$ cat src/rtl/uart_rx_fifo.sv
// UART receiver (mid-bit sampling, optional parity, 1/2 stop bits) feeding a FWFT receive FIFO.
// A good frame is written on the edge ending its last stop sample; a push into a full FIFO is dropped unless a pop happens in the same cycle.
module uart_rx_fifo #(
    parameter int CLKS_PER_BIT = 868,
    parameter int DATA_BITS    = 8,
    parameter int PARITY       = 0,
    parameter int STOP_BITS    = 1,
    parameter int FIFO_DEPTH   = 16
) (
    input  logic                          clk,
    input  logic                          reset_async,
    input  logic                          rxd,
    input  logic                          rd_en,
    output logic [DATA_BITS-1:0]          rd_data,
    output logic                          rd_valid,
    output logic [$clog2(FIFO_DEPTH):0]   fifo_count,
    output logic                          busy,
    input  logic                          err_clr,
    output logic                          parity_err,
    output logic                          frame_err,
    output logic                          overrun_err
);
    localparam int CW   = $clog2(CLKS_PER_BIT);
    localparam int AW   = $clog2(FIFO_DEPTH);
    localparam int CNTW = AW + 1;
    localparam int BW   = 4;
    localparam logic [CW-1:0] FULL_LD = CW'(CLKS_PER_BIT - 1);
    localparam logic [CW-1:0] HALF_LD = CW'(CLKS_PER_BIT / 2 - 1);
    localparam logic          ODD     = (PARITY == 1);

    typedef enum logic [2:0] {S_IDLE, S_START, S_DATA, S_PARITY, S_STOP, S_BREAK} state_t;

    state_t                 state, state_n;
    logic                   rx_meta, rxs, rxs_d;
    logic [CW-1:0]          cnt;
    logic [BW-1:0]          bit_cnt;
    logic [DATA_BITS-1:0]   shreg;
    logic                   par_bad, par_chk;
    logic                   smp, load_half, load_full, shift, par_smp, bit_inc;
    logic                   push, set_pe, set_fe, set_ov;
    logic                   pop, wr, full;
    logic [AW-1:0]          wr_ptr, rd_ptr;
    logic [DATA_BITS-1:0]   mem [FIFO_DEPTH];

    always_ff @(posedge clk or posedge reset_async) begin
        if (reset_async) begin
            rx_meta <= 1'b1;
            rxs     <= 1'b1;
            rxs_d   <= 1'b1;
        end else begin
            rx_meta <= rxd;
            rxs     <= rx_meta;
            rxs_d   <= rxs;
        end
    end

    assign smp     = (cnt == '0);
    assign par_chk = (^{shreg, rxs}) ^ ODD;

    always_ff @(posedge clk or posedge reset_async) begin
        if (reset_async) state <= S_IDLE;
        else             state <= state_n;
    end

    always_comb begin
        state_n   = state;
        load_half = 1'b0;
        load_full = 1'b0;
        shift     = 1'b0;
        par_smp   = 1'b0;
        bit_inc   = 1'b0;
        push      = 1'b0;
        set_pe    = 1'b0;
        set_fe    = 1'b0;
        case (state)
            S_IDLE: if (rxs_d && !rxs) begin
                state_n   = S_START;
                load_half = 1'b1;
            end
            S_START: if (smp) begin
                if (rxs) begin
                    state_n = S_IDLE;
                end else begin
                    state_n   = S_DATA;
                    load_full = 1'b1;
                end
            end
            S_DATA: if (smp) begin
                shift     = 1'b1;
                bit_inc   = 1'b1;
                load_full = 1'b1;
                if (bit_cnt == BW'(DATA_BITS - 1))
                    state_n = (PARITY != 0) ? S_PARITY : S_STOP;
            end
            S_PARITY: if (smp) begin
                par_smp   = 1'b1;
                load_full = 1'b1;
                state_n   = S_STOP;
            end
            S_STOP: if (smp) begin
                // Leaving at the stop midpoint leaves half a bit of slack for the next start edge.
                if (!rxs) begin
                    set_fe  = 1'b1;
                    state_n = S_BREAK;
                end else if (bit_cnt == BW'(STOP_BITS - 1)) begin
                    state_n = S_IDLE;
                    if (par_bad) set_pe = 1'b1;
                    else         push   = 1'b1;
                end else begin
                    bit_inc   = 1'b1;
                    load_full = 1'b1;
                end
            end
            S_BREAK: if (rxs) state_n = S_IDLE;
            default: state_n = S_IDLE;
        endcase
    end

    always_ff @(posedge clk or posedge reset_async) begin
        if (reset_async) begin
            cnt     <= '0;
            bit_cnt <= '0;
            shreg   <= '0;
            par_bad <= 1'b0;
        end else begin
            if (load_half)       cnt <= HALF_LD;
            else if (load_full)  cnt <= FULL_LD;
            else if (cnt != '0)  cnt <= cnt - CW'(1);

            if (state_n != state) bit_cnt <= '0;
            else if (bit_inc)     bit_cnt <= bit_cnt + BW'(1);

            if (shift) shreg <= {rxs, shreg[DATA_BITS-1:1]};

            if (load_half)    par_bad <= 1'b0;
            else if (par_smp) par_bad <= par_chk;
        end
    end

    assign busy     = (state != S_IDLE);
    assign rd_valid = (fifo_count != '0);
    assign full     = (fifo_count == CNTW'(FIFO_DEPTH));
    assign pop      = rd_en && rd_valid;
    // A pop in the same cycle frees the slot, so a push into a full FIFO still lands.
    assign wr       = push && (!full || pop);
    assign set_ov   = push && full && !pop;
    assign rd_data  = rd_valid ? mem[rd_ptr] : '0;

    always_ff @(posedge clk) begin
        if (wr) mem[wr_ptr] <= shreg;
    end

    always_ff @(posedge clk or posedge reset_async) begin
        if (reset_async) begin
            wr_ptr     <= '0;
            rd_ptr     <= '0;
            fifo_count <= '0;
        end else begin
            if (wr)  wr_ptr <= wr_ptr + AW'(1);
            if (pop) rd_ptr <= rd_ptr + AW'(1);
            case ({wr, pop})
                2'b10:   fifo_count <= fifo_count + CNTW'(1);
                2'b01:   fifo_count <= fifo_count - CNTW'(1);
                default: fifo_count <= fifo_count;
            endcase
        end
    end

    always_ff @(posedge clk or posedge reset_async) begin
        if (reset_async) begin
            parity_err  <= 1'b0;
            frame_err   <= 1'b0;
            overrun_err <= 1'b0;
        end else begin
            parity_err  <= set_pe | (parity_err  & ~err_clr);
            frame_err   <= set_fe | (frame_err   & ~err_clr);
            overrun_err <= set_ov | (overrun_err & ~err_clr);
        end
    end
endmodule

$ cat config.mk
export PLATFORM = sky130hd
export DESIGN_NAME = uart_rx_fifo
export DESIGN_NICKNAME = d
export VERILOG_FILES = /design/src/rtl/uart_rx_fifo.sv
export SDC_FILE = /design/constraint.sdc
export NUM_CORES = 1
export LEC_CHECK = 0
export BUFFER_PORTS_ARGS = -buffer_cell sky130_fd_sc_hd__buf_2
export CAP_MARGIN = 25
export CORE_AREA = 2 2 126 116
export CTS_CLUSTER_DIAMETER = 100
export CTS_CLUSTER_SIZE = 14
export DETAILED_ROUTE_END_ITERATION = 16
export DIE_AREA = 0 0 128 118
export MAX_ROUTING_LAYER = met4
export PLACE_DENSITY = 0.73
export SETUP_SLACK_MARGIN = 0.1
export SYNTH_ARGS = -nofsm -noshare
export SYNTH_HDL_FRONTEND = slang
export SYNTH_SLANG_ARGS = --single-unit
$ cat constraint.sdc
create_clock -name clk -period 6.61 [get_ports clk]
set_clock_uncertainty 0.2 [all_clocks]
set_input_delay 0.3305 -clock clk [delete_from_list [all_inputs] [get_ports clk]]
set_output_delay 0.3305 -clock clk [all_outputs]
set_load 0.05 [all_outputs]
## Word level (Yosys, flattened, before mapping)

Memory sizes are Yosys's and may differ from the RTL's.
Cells that the tools add are included.

| storage, ports and cells | value |
|---|---|
| memories | 1 |
| flip-flop bits (word level) | 45 |
| memory bits (writable) | 128 |

Memories:

| memory | depth | width | rd ports | clocked after Yosys merged registers in | write ports | RTL line | source |
|---|---|---|---|---|---|---|---|
| mem | 16 | 8 | 1 | 0 | 1 | 43 | `logic [DATA_BITS-1:0] mem [FIFO_DEPTH];` |

| operators by class | value |
|---|---|
| reductions and logical operators | 21 |
| $add $sub $neg | 6 |
| equality and inequality tests | 10 |
| bitwise operators | 7 |
| muxes and demuxes | 45 |

Operator list:

| kind | number |
|---|---|
| 10-bit two-way mux | 3 |
| 3-bit two-way mux | 9 |
| 1-bit two-way mux | 25 |
| 3-bit one-hot mux with 6 select lines | 1 |
| 4-bit by 1-bit adder with 4-bit output (second input constant) | 3 |
| 10-bit logical NOT | 1 |
| 5-bit one-hot mux with 2 select lines | 1 |
| 10-bit nonzero test | 1 |
| 10-bit by 1-bit subtractor with 10-bit output (second input constant) | 1 |
| 9-bit XOR reduction | 1 |
| 4-bit two-way mux | 2 |
| 8-bit two-way mux | 1 |
| 3-bit by 2-bit == test with 1-bit output (second input constant) | 2 |
| 3-bit == test (second input constant) | 2 |
| 2-bit nonzero test | 3 |
| 3-bit nonzero test | 2 |
| 5-bit by 1-bit adder with 5-bit output (second input constant) | 1 |
| 5-bit == test (second input constant) | 1 |
| 1-bit logical AND | 5 |
| 5-bit nonzero test | 1 |
| 5-bit by 1-bit subtractor with 5-bit output (second input constant) | 1 |
| 4-bit by 3-bit == test with 1-bit output (second input constant) | 1 |
| 4-bit logical NOT | 1 |
| 1-bit bitwise AND | 3 |
| other kinds (13) | 17 |

## Longest topological paths before layout

| depth | value |
|---|---|
| depth after elaboration | 8 |
| depth in mapped cells | 12 |

## Worst setup path after synthesis

Ideal clock, no wire load.

| path | value |
|---|---|
| path type | reg-to-reg |
| from | reg fifo_count[0] |
| to | reg fifo_count[4] |
| data required time | 6.266 ns |
| slack | 3.752 ns |
| path buffers | 0 |
| stages on the path, launching flop included | 9 |
| period minus slack after synthesis | 2.858 ns |
| data arrival time | 2.513 ns |
| path through | dfrtp_1 > or4_1 > o21ai_2 > a31oi_1 > ha_1 > a21o_1 > a21oi_1 > mux2i_1 > xnor2_1 |

| on the way | value |
|---|---|
| word-level cells in the longest chain between the ends | 6 |
| elaborated cells between the ends (all ways) | 12 |
| those cells by class | 2 x add/sub; 3 x eq/ne; 1 x mux; 6 x reduce/logical |

Ends and longest elaborated chain:

| item | RTL line | source |
|---|---|---|
| start: declaration | 16 | `output logic [$clog2(FIFO_DEPTH):0] fifo_count,` |
| start signal: assignment | 162 | `2'b10: fifo_count <= fifo_count + CNTW'(1);` |
| start signal: assignment | 163 | `2'b01: fifo_count <= fifo_count - CNTW'(1);` |
| start signal: assignment | 164 | `default: fifo_count <= fifo_count;` |
| 5-bit == test / 5-bit nonzero test (equally long branches) | 142, 141 |  |
| 1-bit logical NOT / 1-bit logical AND (equally long branches) | 145, 143 |  |
| 1-bit logical OR | 145 | `assign wr = push && (!full \|\| pop);` |
| 1-bit logical AND | 145 |  |
| 2-bit by 1-bit == test with 1-bit output / 2-bit == test (equally long branches) | 161 | `case ({wr, pop})` |
| 5-bit one-hot mux with 2 select lines / 2-bit nonzero test (equally long branches) | n/a |  |

Parallel ways exist; a longest one is shown, timed or not.
A chain may end at the register's enable or synchronous reset.

## Worst setup path after layout

| path | value |
|---|---|
| from | reg rd_ptr[0] |
| to | out rd_data[2] |

| on the way | value |
|---|---|
| word-level cells in the longest chain between the ends | 2 |

Ends and longest elaborated chain:

| item | RTL line | source |
|---|---|---|
| start: declaration | 42 | `logic [AW-1:0] wr_ptr, rd_ptr;` |
| start signal: assignment | 160 | `if (pop) rd_ptr <= rd_ptr + AW'(1);` |
| memory 16 x 8 bit | n/a |  |
| 8-bit two-way mux | 147 | `assign rd_data = rd_valid ? mem[rd_ptr] : '0;` |
| end: declaration | 14 | `output logic [DATA_BITS-1:0] rd_data,` |

Every way passes these cells.

==> metrics <==
crit path time final 3573 ps; #FFs+latches synth 173; mean routed wirelength per cell 21.01 um; Max-slew headroom 0.3874; Clock transition at path regs 60 ps; CP Data Required Time around 6100 ps; largest area contributor in the netlist edfxtp_1; Initial Util 0.5409; slowest CP cell dfrtp_2; Post-Syn Nets ~470; Ys Warns 0; critical path peak fanout 21; Clock Latency Late Sink approximately 430 ps; vias in the first global route approximately 4000; CP Depth 5; initial antenna violation count 0; Cell Pwr Density 362.7 nW/um^2; Residual DRC 0; Max Cap Viol 0; largest net degree at the start of global routing 46; Worst Setup End Kind primary output; Die Area 15100 sq um; Pre-antenna DRT Iters 5; Syn Area/Cell 16.49 sq um; Total GRT Usage 0.2122; worst-path cell chain buf_4 -> mux4_2 -> mux4_2 -> nor2b_1 -> buf_2; grt ovf 0; r2r startpoint bit_cnt[0]; fin. max-slew vios 0; r2r worst-path depth 7; largest family of logic cells by synthesized area multiplexers; row count 41; Critical Path AT 3040 ps; area of the mapped netlist 7436 sq um; maximum clock path buffer count 2; R2R Path End mem[7][0]; Synth Area in Compound Gates 0.03163; setup TNS 0 ps; # port buffers 22; Synth Area in XOR/XNOR 0.03012; DP Wirelength 8952 um; CP Class reg2out; Fmax achieved 279.8 MHz; H-tree depth 4; worst hold start rd_en; TritonCTS Sinks around 170; Vias 4006; first-pass GRT wire length 22650 um; GPL Wtd Cong 0.8494; P_leak 3.032 nW; CTS buffer count 17; CP startpoint rd_ptr[0]; antenna viol nets, final 0; worst vdd ir approximately 0.23 mV; Synth Flop Type edfxtp_1; ant diodes 0; Die X 128 um; commonest non-fill, non-tap cell in the layout edfxtp_1; Post-CTS Setup Inserts 0; cts hold-fix bufs 3; Post-synth EDFFs 128; CTS tree yes; CP max stage delay 660 ps; Netlist cell types 56; Post-Synth Adder-Cell Area 0.02120; Die H 118 um; Root Driver clkbuf_16; CTS-repair resized insts 0; Avg Vias per Cell roughly 6; Starting DRT DRC Count 535; share of cells above drive strength 1 0.2424; Util after Layout 0.6088; Fin. Hold Viols 0; crit path to rd_data[2]; status finished, final reports clean; r2r setup slk 3360 ps; I/O Pins 23; Routed WL ~14000 um; most frequent cells in the layout edfxtp_1, dfrtp_1, mux4_2; most used cell, CP mux4_2; Worst Max-Slew Pin Slew 915.6 ps; mux share of post-synthesis cell area 0.1432; Area growth, synth to finish 12.57%; Synth async-reset ratio 0.2601; Crit path buffers/inverters 2; Cells after Synth 451; RSZ-0062 raised after global routing no; final period utilization 0.5406; post-synth top area share 0.5169; Hold Path Class in2reg; Post-Synth Simple-Gate Area 0.08380; Critical Path Start Type flop; Crit path max-delay family multiplexers; fin nets between 400 and 500; # setup viols final 0; Synth area leaders edfxtp_1, dfrtp_1, mux4_2, xnor2_1, ha_1; core area around 14000 sq um; Seq/Total Area, Yosys 0.6689
==> cell type report <==
class	count	area, sq um
Multi-Input combinational cell	239	2305
Clock inverter	14	175.2
Fill cell	979	5378
Sequential cell	173	4975
Clock buffer	18	429.2
Tap cell	172	215.2
Timing Repair Buffer	32	200.2
Inverter	19	71.32
==> worst min-delay path by stage <==
stage | end | slack [ps] | cells after the start
6_report | rd_ptr[0] | 30 | 3
5_1_grt | rd_ptr[0] | 50 | 3
4_1_cts | rd_ptr[0] | 4 | 3
3_5_place_dp | rxs | 150 | 0
3_3_place_gp | rxs | 150 | 0
2_1_floorplan | rx_meta | 130 | 0
==> metal layers <==
layer | track usage | share of wire | up-vias | wire length [um]
li1 | - | - | 1795 | -
met1 | 0.2948 | 0.44 | 2058 | 6171
met2 | 0.3005 | 0.48 | 127 | 6704
met3 | 0.05045 | 0.061 | 26 | 859
met4 | 0.09684 | 0.020 | 0 | 278
met5 | - | 0 | - | 0
==> sequential cells by signal, indices dropped and copies added, names as in the netlist, 3 cells and up <==
register    flops
wr_ptr          4
cnt            10
bit_cnt         4
rd_ptr          4
mem           128
state           3
fifo_count      5
shreg           8
==> cell usage after synthesis, drive strengths merged (6+ instances only) <==
master	count
dfrtp	42
inv	19
nor3	11
a21oi	7
mux4	40
and3	6
ha	11
xnor2	19
nor2	30
o21ai	10
mux2	11
nand2	22
clkbuf	10
edfxtp	128
buf	10
nor2b	8
nand3	6
==> tightest hold or removal path, stage by stage <==
cell     delay, ps
buf_2          110
o21ai_2        100
xnor2_1         70
==> where the power goes <==
part           total (mW)  switching [mW]  internal [mW]  leakage [nW]
clock network        1.01           0.389          0.625         0.292
logic               0.675           0.381          0.294         0.981
registers            1.35           0.131           1.22          1.76
total                3.04           0.901           2.14          3.03
==> cell families (layout without fill, tap and decap cells) <==
kind of cell	count (synthesis)	count (layout)
buffers and inverters	39	83
DFF	173	173
AOI/OAI and AO/OA	35	35
and+or+nand+nor	113	113
adders and majority gates	12	12
muxes	55	55
xor gates and xnor gates	24	24
==> metrics by stage <==
stage | setup WS [ps] | cells | hold WS, ps | cell area [sq um] | total power [mW]
after floorplan | 3752 | 451 | 135.0 | 7436 | 1.899
after global placement | 3132 | 627 | 146.2 | 7691 | 2.030
after detailed placement | 3239 | 628 | 149.4 | 7699 | 2.050
after CTS | 2942 | 663 | 3.892 | 8333 | 3.067
after global routing | 2802 | 667 | 47.75 | 8371 | 3.176
final | 3037 | 667 | 30.36 | 8371 | 3.036
No activity file was read; power rests on OpenSTA's default activity.
